File: config.mk
export PLATFORM = sky130hd
export DESIGN_NAME = axi_apb_bridge_nslv_flat
export DESIGN_NICKNAME = d
export VERILOG_FILES = /design/src/rtl/axi_apb_pkg.sv /design/src/rtl/axi_apb_bridge_nslv_if.sv /design/src/rtl/apb_addr_decoder.sv /design/src/rtl/axi_apb_bridge_nslv.sv /design/src/flat_wrapper.sv
export SDC_FILE = /design/constraint.sdc
export NUM_CORES = 1
export LEC_CHECK = 0
export ABC_AREA = 1
export CAP_MARGIN = 40
export CELL_PAD_IN_SITES_DETAIL_PLACEMENT = 0
export CELL_PAD_IN_SITES_GLOBAL_PLACEMENT = 1
export CORE_UTILIZATION = 27
export DETAILED_ROUTE_END_ITERATION = 10
export HOLD_SLACK_MARGIN = 0.05
export PLACE_DENSITY = 0.84
export SLEW_MARGIN = 20
export SYNTH_ARGS = -nofsm -noshare
export SYNTH_HDL_FRONTEND = slang
export SYNTH_SLANG_ARGS = --single-unit
File: constraint.sdc
create_clock -name apb_axi_clk -period 2.6 [get_ports apb_axi_clk]
set_clock_uncertainty 0.1 [all_clocks]
set_input_delay 0.39 -clock apb_axi_clk [delete_from_list [all_inputs] [get_ports apb_axi_clk]]
set_output_delay 0.39 -clock apb_axi_clk [all_outputs]
set_load 0.01 [all_outputs]
File: src/rtl/axi_apb_pkg.sv
// rtl/axi_apb_pkg.sv - shared types and helpers for the AXI4-Lite to APB4 bridge
package axi_apb_pkg;

    typedef enum logic [1:0] {
        OKAY   = 2'b00,
        SLVERR = 2'b10,
        DECERR = 2'b11
    } resp_e;

    typedef enum logic [1:0] {
        IDLE,
        SETUP,
        ACCESS,
        RESP
    } bridge_state_e;

    // Slave index width; a single slave still needs one bit to index with
    function automatic int idx_width(input int n);
        return (n <= 1) ? 1 : $clog2(n);
    endfunction

endpackage

File: src/rtl/axi_apb_bridge_nslv_if.sv
// rtl/axi_apb_bridge_nslv_if.sv - AXI4-Lite channel bundle with master/slave views
interface axi_apb_bridge_nslv_if #(
    parameter int ADDR_W = 32,
    parameter int DATA_W = 32
);
    localparam int STRB_W = DATA_W / 8;

    logic [ADDR_W-1:0] aw_addr;
    logic              aw_valid;
    logic              aw_ready;
    logic [DATA_W-1:0] w_data;
    logic [STRB_W-1:0] w_strb;
    logic              w_valid;
    logic              w_ready;
    logic [1:0]        b_resp;
    logic              b_valid;
    logic              b_ready;
    logic [ADDR_W-1:0] ar_addr;
    logic              ar_valid;
    logic              ar_ready;
    logic [DATA_W-1:0] r_data;
    logic [1:0]        r_resp;
    logic              r_valid;
    logic              r_ready;

    modport master (
        output aw_addr, aw_valid, input aw_ready,
        output w_data, w_strb, w_valid, input w_ready,
        input  b_resp, b_valid, output b_ready,
        output ar_addr, ar_valid, input ar_ready,
        input  r_data, r_resp, r_valid, output r_ready
    );

    modport slave (
        input  aw_addr, aw_valid, output aw_ready,
        input  w_data, w_strb, w_valid, output w_ready,
        output b_resp, b_valid, input b_ready,
        input  ar_addr, ar_valid, output ar_ready,
        output r_data, r_resp, r_valid, input r_ready
    );

endinterface

File: src/rtl/apb_addr_decoder.sv
// rtl/apb_addr_decoder.sv - maps an address onto a peripheral region: hit, index, one-hot select
module apb_addr_decoder
    import axi_apb_pkg::*;
#(
    parameter int                ADDR_W     = 32,
    parameter int                NUM_SLV    = 4,
    parameter logic [ADDR_W-1:0] BASE_ADDR  = 'h3000_0000,
    parameter int                REGION_LSB = 12
) (
    input  logic [ADDR_W-1:0]               addr,
    output logic                            hit,
    output logic [idx_width(NUM_SLV)-1:0]   idx,
    output logic [NUM_SLV-1:0]              sel
);
    localparam int IDX_W = idx_width(NUM_SLV);

    logic [ADDR_W-1:0] offset;
    logic [ADDR_W-1:0] region;

    // Below-base addresses wrap on subtraction, so the base compare guards them explicitly
    always_comb begin
        offset = addr - BASE_ADDR;
        region = offset >> REGION_LSB;
        hit    = (addr >= BASE_ADDR) && (region < ADDR_W'(NUM_SLV));
        idx    = region[IDX_W-1:0];
        sel    = hit ? (NUM_SLV'(1) << idx) : '0;
    end

endmodule

File: src/rtl/axi_apb_bridge_nslv.sv
// rtl/axi_apb_bridge_nslv.sv - AXI4-Lite slave to APB4 master, NUM_SLV peripherals; APB_TIMEOUT_EN adds an ACCESS watchdog
module axi_apb_bridge_nslv
    import axi_apb_pkg::*;
#(
    parameter int                ADDR_W      = 32,
    parameter int                DATA_W      = 32,
    parameter int                NUM_SLV     = 4,
    parameter logic [ADDR_W-1:0] BASE_ADDR   = 'h3000_0000,
    parameter int                REGION_LSB  = 12,
    parameter int                TIMEOUT_CYC = 256
) (
    input  logic                      apb_axi_clk,
    input  logic                      a_reset_n,
    axi_apb_bridge_nslv_if.slave      axi,
    output logic [ADDR_W-1:0]         p_addr,
    output logic [DATA_W-1:0]         p_wdata,
    output logic [DATA_W/8-1:0]       p_strb,
    output logic                      p_write,
    output logic [NUM_SLV-1:0]        p_sel,
    output logic                      p_enable,
    input  logic [NUM_SLV-1:0]        p_ready,
    input  logic [NUM_SLV*DATA_W-1:0] p_rdata,
    input  logic [NUM_SLV-1:0]        p_slverr
);
    localparam int STRB_W = DATA_W / 8;
    localparam int IDX_W  = idx_width(NUM_SLV);

    bridge_state_e     state, state_nxt;

    logic              aw_ready_q, ar_ready_q;
    logic              aw_ready_d, ar_ready_d;
    logic              prio_read_q;
    logic              is_write_q;
    logic [ADDR_W-1:0] addr_q;
    logic [DATA_W-1:0] wdata_q;
    logic [STRB_W-1:0] strb_q;
    logic [DATA_W-1:0] rdata_q;
    logic [IDX_W-1:0]  idx_q;
    logic [NUM_SLV-1:0] sel_q;
    resp_e             resp_q;

    logic [ADDR_W-1:0] dec_addr;
    logic              dec_hit;
    logic [IDX_W-1:0]  dec_idx;
    logic [NUM_SLV-1:0] dec_sel;

    logic              wr_hs, rd_hs;
    logic              pending, wr_elig, rd_elig, pick_wr, pick_rd, arb_open;
    logic              slv_ready, slv_err;
    logic [DATA_W-1:0] slv_rdata;
    logic              b_valid_int, r_valid_int, resp_done;
    logic              timeout;

    // The armed ready tells which channel's address is being accepted this cycle
    assign dec_addr = aw_ready_q ? axi.aw_addr : axi.ar_addr;

    apb_addr_decoder #(
        .ADDR_W     (ADDR_W),
        .NUM_SLV    (NUM_SLV),
        .BASE_ADDR  (BASE_ADDR),
        .REGION_LSB (REGION_LSB)
    ) u_dec (
        .addr (dec_addr),
        .hit  (dec_hit),
        .idx  (dec_idx),
        .sel  (dec_sel)
    );

    // Readies are registered pulses, so they never follow valid combinationally
    assign wr_hs    = (state == IDLE) && aw_ready_q && axi.aw_valid && axi.w_valid;
    assign rd_hs    = (state == IDLE) && ar_ready_q && axi.ar_valid;
    assign pending  = aw_ready_q | ar_ready_q;
    assign wr_elig  = axi.aw_valid & axi.w_valid;
    assign rd_elig  = axi.ar_valid;
    assign pick_rd  = rd_elig & (~wr_elig | prio_read_q);
    assign pick_wr  = wr_elig & ~pick_rd;
    // Arming during the last RESP cycle keeps back-to-back transfers at four cycles each
    assign arb_open = ((state == IDLE) && !pending) || ((state == RESP) && resp_done);
    assign aw_ready_d = arb_open & pick_wr;
    assign ar_ready_d = arb_open & pick_rd;

    assign slv_ready = p_ready[idx_q];
    assign slv_err   = p_slverr[idx_q];
    assign slv_rdata = p_rdata[idx_q*DATA_W +: DATA_W];

    assign b_valid_int = (state == RESP) && is_write_q;
    assign r_valid_int = (state == RESP) && !is_write_q;
    assign resp_done   = is_write_q ? axi.b_ready : axi.r_ready;

`ifdef APB_TIMEOUT_EN
    localparam int TMO_W = $clog2(TIMEOUT_CYC + 1);
    logic [TMO_W-1:0] tmo_cnt;

    // Counts ACCESS cycles; SETUP always precedes ACCESS, so clearing there restarts it per transfer
    always_ff @(posedge apb_axi_clk or negedge a_reset_n) begin
        if (!a_reset_n)             tmo_cnt <= '0;
        else if (state == SETUP)    tmo_cnt <= '0;
        else if (state == ACCESS)   tmo_cnt <= tmo_cnt + 1'b1;
    end

    assign timeout = (state == ACCESS) && !slv_ready && (tmo_cnt == TMO_W'(TIMEOUT_CYC - 1));
`else
    logic unused_timeout_cfg;
    assign unused_timeout_cfg = (TIMEOUT_CYC == 0);
    assign timeout = 1'b0;
`endif

    // State register
    always_ff @(posedge apb_axi_clk or negedge a_reset_n) begin
        if (!a_reset_n) state <= IDLE;
        else            state <= state_nxt;
    end

    // Next state: decode misses skip the APB phases and answer straight away
    always_comb begin
        state_nxt = state;
        case (state)
            IDLE:    if (wr_hs || rd_hs) state_nxt = dec_hit ? SETUP : RESP;
            SETUP:   state_nxt = ACCESS;
            ACCESS:  if (slv_ready || timeout) state_nxt = RESP;
            RESP:    if (resp_done) state_nxt = IDLE;
            default: state_nxt = IDLE;
        endcase
    end

    // Request capture, arbitration history and response collection
    always_ff @(posedge apb_axi_clk or negedge a_reset_n) begin
        if (!a_reset_n) begin
            aw_ready_q  <= 1'b0;
            ar_ready_q  <= 1'b0;
            prio_read_q <= 1'b1;
            is_write_q  <= 1'b0;
            addr_q      <= '0;
            wdata_q     <= '0;
            strb_q      <= '0;
            rdata_q     <= '0;
            idx_q       <= '0;
            sel_q       <= '0;
            resp_q      <= OKAY;
        end else begin
            aw_ready_q <= aw_ready_d;
            ar_ready_q <= ar_ready_d;
            if (wr_hs || rd_hs) begin
                prio_read_q <= wr_hs;
                is_write_q  <= wr_hs;
                addr_q      <= dec_addr;
                wdata_q     <= wr_hs ? axi.w_data : '0;
                strb_q      <= wr_hs ? axi.w_strb : '0;
                rdata_q     <= '0;
                idx_q       <= dec_idx;
                sel_q       <= dec_sel;
                resp_q      <= dec_hit ? OKAY : DECERR;
            end
            if (state == ACCESS) begin
                if (slv_ready) begin
                    resp_q <= slv_err ? SLVERR : OKAY;
                    if (!is_write_q) rdata_q <= slv_rdata;
                end else if (timeout) begin
                    resp_q <= SLVERR;
                end
            end
        end
    end

    assign axi.aw_ready = aw_ready_q;
    assign axi.w_ready  = aw_ready_q;
    assign axi.ar_ready = ar_ready_q;
    assign axi.b_valid  = b_valid_int;
    assign axi.r_valid  = r_valid_int;
    assign axi.b_resp   = b_valid_int ? resp_q : OKAY;
    assign axi.r_resp   = r_valid_int ? resp_q : OKAY;
    assign axi.r_data   = rdata_q;

    assign p_addr   = addr_q;
    assign p_wdata  = wdata_q;
    assign p_strb   = strb_q;
    assign p_write  = is_write_q;
    assign p_sel    = ((state == SETUP) || (state == ACCESS)) ? sel_q : '0;
    assign p_enable = (state == ACCESS);

endmodule

File: src/flat_wrapper.sv
// flat-port wrapper written by rule: the top's interface ports become plain ports
module axi_apb_bridge_nslv_flat import axi_apb_pkg::*;
#(
    parameter int                ADDR_W      = 32,
    parameter int                DATA_W      = 32,
    parameter int                NUM_SLV     = 4,
    parameter logic [ADDR_W-1:0] BASE_ADDR   = 'h3000_0000,
    parameter int                REGION_LSB  = 12,
    parameter int                TIMEOUT_CYC = 256
)
  (apb_axi_clk, a_reset_n, p_addr, p_wdata, p_strb, p_write, p_sel, p_enable, p_ready, p_rdata, p_slverr, axi_aw_addr, axi_aw_valid, axi_aw_ready, axi_w_data, axi_w_strb, axi_w_valid, axi_w_ready, axi_b_resp, axi_b_valid, axi_b_ready, axi_ar_addr, axi_ar_valid, axi_ar_ready, axi_r_data, axi_r_resp, axi_r_valid, axi_r_ready);
  axi_apb_bridge_nslv_if #(.ADDR_W(ADDR_W), .DATA_W(DATA_W)) axi_i ();
  input  logic apb_axi_clk;
  input  logic a_reset_n;
  output logic [ADDR_W-1:0] p_addr;
  output logic [DATA_W-1:0] p_wdata;
  output logic [DATA_W/8-1:0] p_strb;
  output logic p_write;
  output logic [NUM_SLV-1:0] p_sel;
  output logic p_enable;
  input  logic [NUM_SLV-1:0] p_ready;
  input  logic [NUM_SLV*DATA_W-1:0] p_rdata;
  input  logic [NUM_SLV-1:0] p_slverr;
  input wire logic [$bits(axi_i.aw_addr)-1:0] axi_aw_addr;
  input wire logic [$bits(axi_i.aw_valid)-1:0] axi_aw_valid;
  output wire logic [$bits(axi_i.aw_ready)-1:0] axi_aw_ready;
  input wire logic [$bits(axi_i.w_data)-1:0] axi_w_data;
  input wire logic [$bits(axi_i.w_strb)-1:0] axi_w_strb;
  input wire logic [$bits(axi_i.w_valid)-1:0] axi_w_valid;
  output wire logic [$bits(axi_i.w_ready)-1:0] axi_w_ready;
  output wire logic [$bits(axi_i.b_resp)-1:0] axi_b_resp;
  output wire logic [$bits(axi_i.b_valid)-1:0] axi_b_valid;
  input wire logic [$bits(axi_i.b_ready)-1:0] axi_b_ready;
  input wire logic [$bits(axi_i.ar_addr)-1:0] axi_ar_addr;
  input wire logic [$bits(axi_i.ar_valid)-1:0] axi_ar_valid;
  output wire logic [$bits(axi_i.ar_ready)-1:0] axi_ar_ready;
  output wire logic [$bits(axi_i.r_data)-1:0] axi_r_data;
  output wire logic [$bits(axi_i.r_resp)-1:0] axi_r_resp;
  output wire logic [$bits(axi_i.r_valid)-1:0] axi_r_valid;
  input wire logic [$bits(axi_i.r_ready)-1:0] axi_r_ready;
  assign axi_i.aw_addr = axi_aw_addr;
  assign axi_i.aw_valid = axi_aw_valid;
  assign axi_aw_ready = axi_i.aw_ready;
  assign axi_i.w_data = axi_w_data;
  assign axi_i.w_strb = axi_w_strb;
  assign axi_i.w_valid = axi_w_valid;
  assign axi_w_ready = axi_i.w_ready;
  assign axi_b_resp = axi_i.b_resp;
  assign axi_b_valid = axi_i.b_valid;
  assign axi_i.b_ready = axi_b_ready;
  assign axi_i.ar_addr = axi_ar_addr;
  assign axi_i.ar_valid = axi_ar_valid;
  assign axi_ar_ready = axi_i.ar_ready;
  assign axi_r_data = axi_i.r_data;
  assign axi_r_resp = axi_i.r_resp;
  assign axi_r_valid = axi_i.r_valid;
  assign axi_i.r_ready = axi_r_ready;
  axi_apb_bridge_nslv #(.ADDR_W(ADDR_W), .DATA_W(DATA_W), .NUM_SLV(NUM_SLV), .BASE_ADDR(BASE_ADDR), .REGION_LSB(REGION_LSB), .TIMEOUT_CYC(TIMEOUT_CYC)) u_core (.apb_axi_clk(apb_axi_clk), .a_reset_n(a_reset_n), .axi(axi_i), .p_addr(p_addr), .p_wdata(p_wdata), .p_strb(p_strb), .p_write(p_write), .p_sel(p_sel), .p_enable(p_enable), .p_ready(p_ready), .p_rdata(p_rdata), .p_slverr(p_slverr));
endmodule
==> summary.txt <==
Outcome
  – Outcome: finished, final reports clean

Timing
  – Final setup TNS: 0 ps
  – Fin. max-slew vios: 0
  – Fin Hold WS: 371 ps
  – Fin crit share: 0.934
  – Fin. Hold Viols: 0
  – Tmin final: 2430 ps
  – Worst-Margin Slew: 537 ps
  – Final Worst Setup Slack: 171 ps
  – Max Fclk: 0.412 GHz
  – Slew Limit Headroom: 0.642
  – Final setup viols: 0
  – RSZ-0062 raised after global routing: false

Clocking
  – Num CTS Buffers: 9
  – Postcts setup bufs: 0
  – CTS tree: built
  – Clock Latency Late Sink: 350 ps
  – Reg clk slew, reported paths: 80 ps
  – Clk sink count: 112
  – Largest buffer count on any clock path: 2
  – Root Buffer Master: clkbuf_16
  – H-tree depth: 3

Logic synthesis
  – Post-synthesis mux area share: 0
  – Gate Count Post-Synth: 798
  – Post-synthesis register bit count: 112
  – Largest family of logic cells by synthesized area: simple AND/OR/NAND/NOR gates
  – Synth Area in Compound Gates: 0.201
  – Sequential area share after synthesis: 0.475
  – Adder-cell area share of the yosys netlist: 0.00636
  – EDFF count, synth: 0
  – Synth Area in Simple Gates: 0.236
  – Synth warn: 0
  – Syn nets: 1044
  – Post-synthesis average cell area: 7.40 um2
  – Cell Area, Synth: 5900 um2
  – Synth Area in XOR/XNOR: 0
  – Asr flop ratio synth: 1.00
  – Netlist cell types: 33
  – Primary FF master, synth: dfrtp_1

Pwr
  – Net switching power: 0.00366 W
  – Internal power: 0.00573 W
  – Sw Share: 0.389
  – Pwr/cell area: 935 nW/um2
  – Peak VDD IR: 0.393 mV
  – Combinational Power Share: 0.537
  – P_leak: 4.41 nW
  – Seq pwr share: 0.308
  – Clock network power share: 0.154

Detailed routing
  – Total number of vias: 6469
  – Routed length per instance: 15.8 um
  – Final WL: 22200 um
  – Average vias per placed instance: 4.59
  – Number of iterations in the first detailed-routing pass: 5
  – Initial DRC Count: 189
  – Antenna-violating nets left: 0
  – DRC viols: 0

Finish
  – P&R area growth vs syn: 70.1%
  – Nets@finish: 1373
  – Non-filler instance count after layout: 1409
  – Final instance area: 10000 um2
  – Commonest non-fill, non-tap cells in the layout: clkdlybuf4s50_1, nand2_1, dfrtp_1
  – Most common cell after layout, fill and taps aside: clkdlybuf4s50_1
  – Number of fill cells: 2121
  – Share of layout cells above drive strength 1: 0.0398

Floorplanning
  – Overall die height: 150 um
  – Core box area: 21200 um2
  – Initial core utilization: 0.278
  – Row count: 53
  – Die area: 22500 um2
  – Die width: 150 um
  – I/O pin total: 358

Placed design
  – Post-DP Area: 9730 um2
  – Placed Instances: 1390
  – Pre-CTS WS: 505 ps
  – Post-DP HPWL: 16600 um
  – Final GP Congestion: 0.782
  – Port Buffer Count: 357

Critical path
  – WP data arrival: 1940 ps
  – Worst EP required: 2110 ps
  – Worst setup path class: reg2out
  – Worst Setup End Kind: output pin
  – Startpoint Class: flop
  – Maximum fanout along the worst path: 4

GRT
  – Total GRT Usage: 0.195
  – Initial antenna violation count: 2
  – First-pass GRT wire length: 33700 um
  – Congestion Overflow GR: 0
  – Pin count of the biggest net entering global routing: 70
  – Vias in the first global route: 6300

Hold path
  – Hold Path Class: reg2reg

Job
  – # Max-Cap Violations: 0
[layout make-up]
type / count / area [um2] / share of cell area
diodes: 2 / 5.00 / 0.000498
clock buffers: 10 / 229 / 0.0228
clock inverters: 6 / 72.6 / 0.00722
inverters: 58 / 218 / 0.0217
multi-input cells: 573 / 2620 / 0.260
flip-flops and latches: 112 / 2810 / 0.279
well taps: 275 / 344 / 0.0343
repair buffers: 373 / 3760 / 0.374
[registers in the layout (all words and copies together) (netlist names)]
register	count
u_core.axi.r_data	32
u_core.p_wdata	32
u_core.p_addr	31
u_core.p_strb	4
u_core.sel_q	4
u_core.resp_q	2
u_core.state	2
u_core.axi.ar_ready	1
u_core.axi.aw_ready	1
u_core.idx_q	1
u_core.p_write	1
u_core.prio_read_q	1
[final timing paths]
kind / start / end / slack [ps] / depth (start not counted)
max reg2reg: u_core.state[0]$_DFFE_PN0P_ / u_core.resp_q[1]$_DFF_PN0_ / 570 / 8
max: u_core.state[1]$_DFFE_PN0P_ / axi_b_resp[1] / 170 / 4
min reg2reg: u_core.prio_read_q$_DFFE_PN1P_ / u_core.prio_read_q$_DFFE_PN1P_ / 370 / 2
min: u_core.prio_read_q$_DFFE_PN1P_ / u_core.prio_read_q$_DFFE_PN1P_ / 370 / 2
min in group asynchronous: a_reset_n / u_core.p_addr[6]$_DFFE_PN0P_ / 450 / 2
max in group asynchronous: a_reset_n / u_core.axi.r_data[18]$_DFF_PN0_ / 1150 / 3
[critical path, stage by stage, from the launching register on]
cell and delay [ps]:
dfrtp_1 400, ha_1 220, nand2_1 120, nor2_1 240, clkdlybuf4s50_1 600
[per-stage QoR]
stage                     power, W  utilization
after floorplan            0.00539            -
after global placement     0.00802        0.458
after detailed placement   0.00805        0.458
after CTS                  0.00956        0.473
after global routing        0.0102        0.473
final                      0.00939        0.473
[routing by layer]
layer  share of wire  global-route usage  vias to the layer above
met5               0                   0                        -
met4           0.019              0.0702                        0
met3           0.085              0.0567                       27
met2            0.47               0.334                      238
met1            0.42               0.231                     2945
li1                -                   -                     3259
[what timing repair did]
| action | 4_1_cts | 5_1_grt |
|---|---|---|
| hold buffers | 1 | 0 |
| hold endpoints to repair | 35 | 0 |
| gates resized for setup | 0 | 0 |
[power by group through the flow]
stage | Clock [W] | Combinational (W) | Sequential [W]
after global placement | 0 | 0.00511 | 0.00291
after floorplan | 0 | 0.00219 | 0.00319
after global routing | 0.00158 | 0.00559 | 0.00299
after CTS | 0.00152 | 0.00514 | 0.00290
final | 0.00145 | 0.00505 | 0.00289
after detailed placement | 0 | 0.00512 | 0.00292
[cell usage after synthesis, types with 4 or more instances]
| cell | instances | area (um2) |
|---|---|---|
| nand2_1 | 259 | 972 |
| dfrtp_1 | 111 | 2780 |
| o21ai_0 | 102 | 510 |
| nor2_1 | 73 | 274 |
| inv_1 | 55 | 206 |
| a21oi_1 | 47 | 235 |
| a31oi_1 | 25 | 156 |
| clkbuf_1 | 24 | 90.1 |
| a22oi_1 | 23 | 173 |
| buf_2 | 21 | 105 |
| o22ai_1 | 11 | 68.8 |
| nand3_1 | 7 | 35.0 |
| buf_4 | 5 | 37.5 |
| nand4_1 | 4 | 25.0 |
[logic make-up after synthesis]
group           Yosys count
simple gates            356
flops                   112
buf+inv                 113
compound gates          214
fa+ha+maj                 3
No activity file was read; power rests on OpenSTA's default activity.
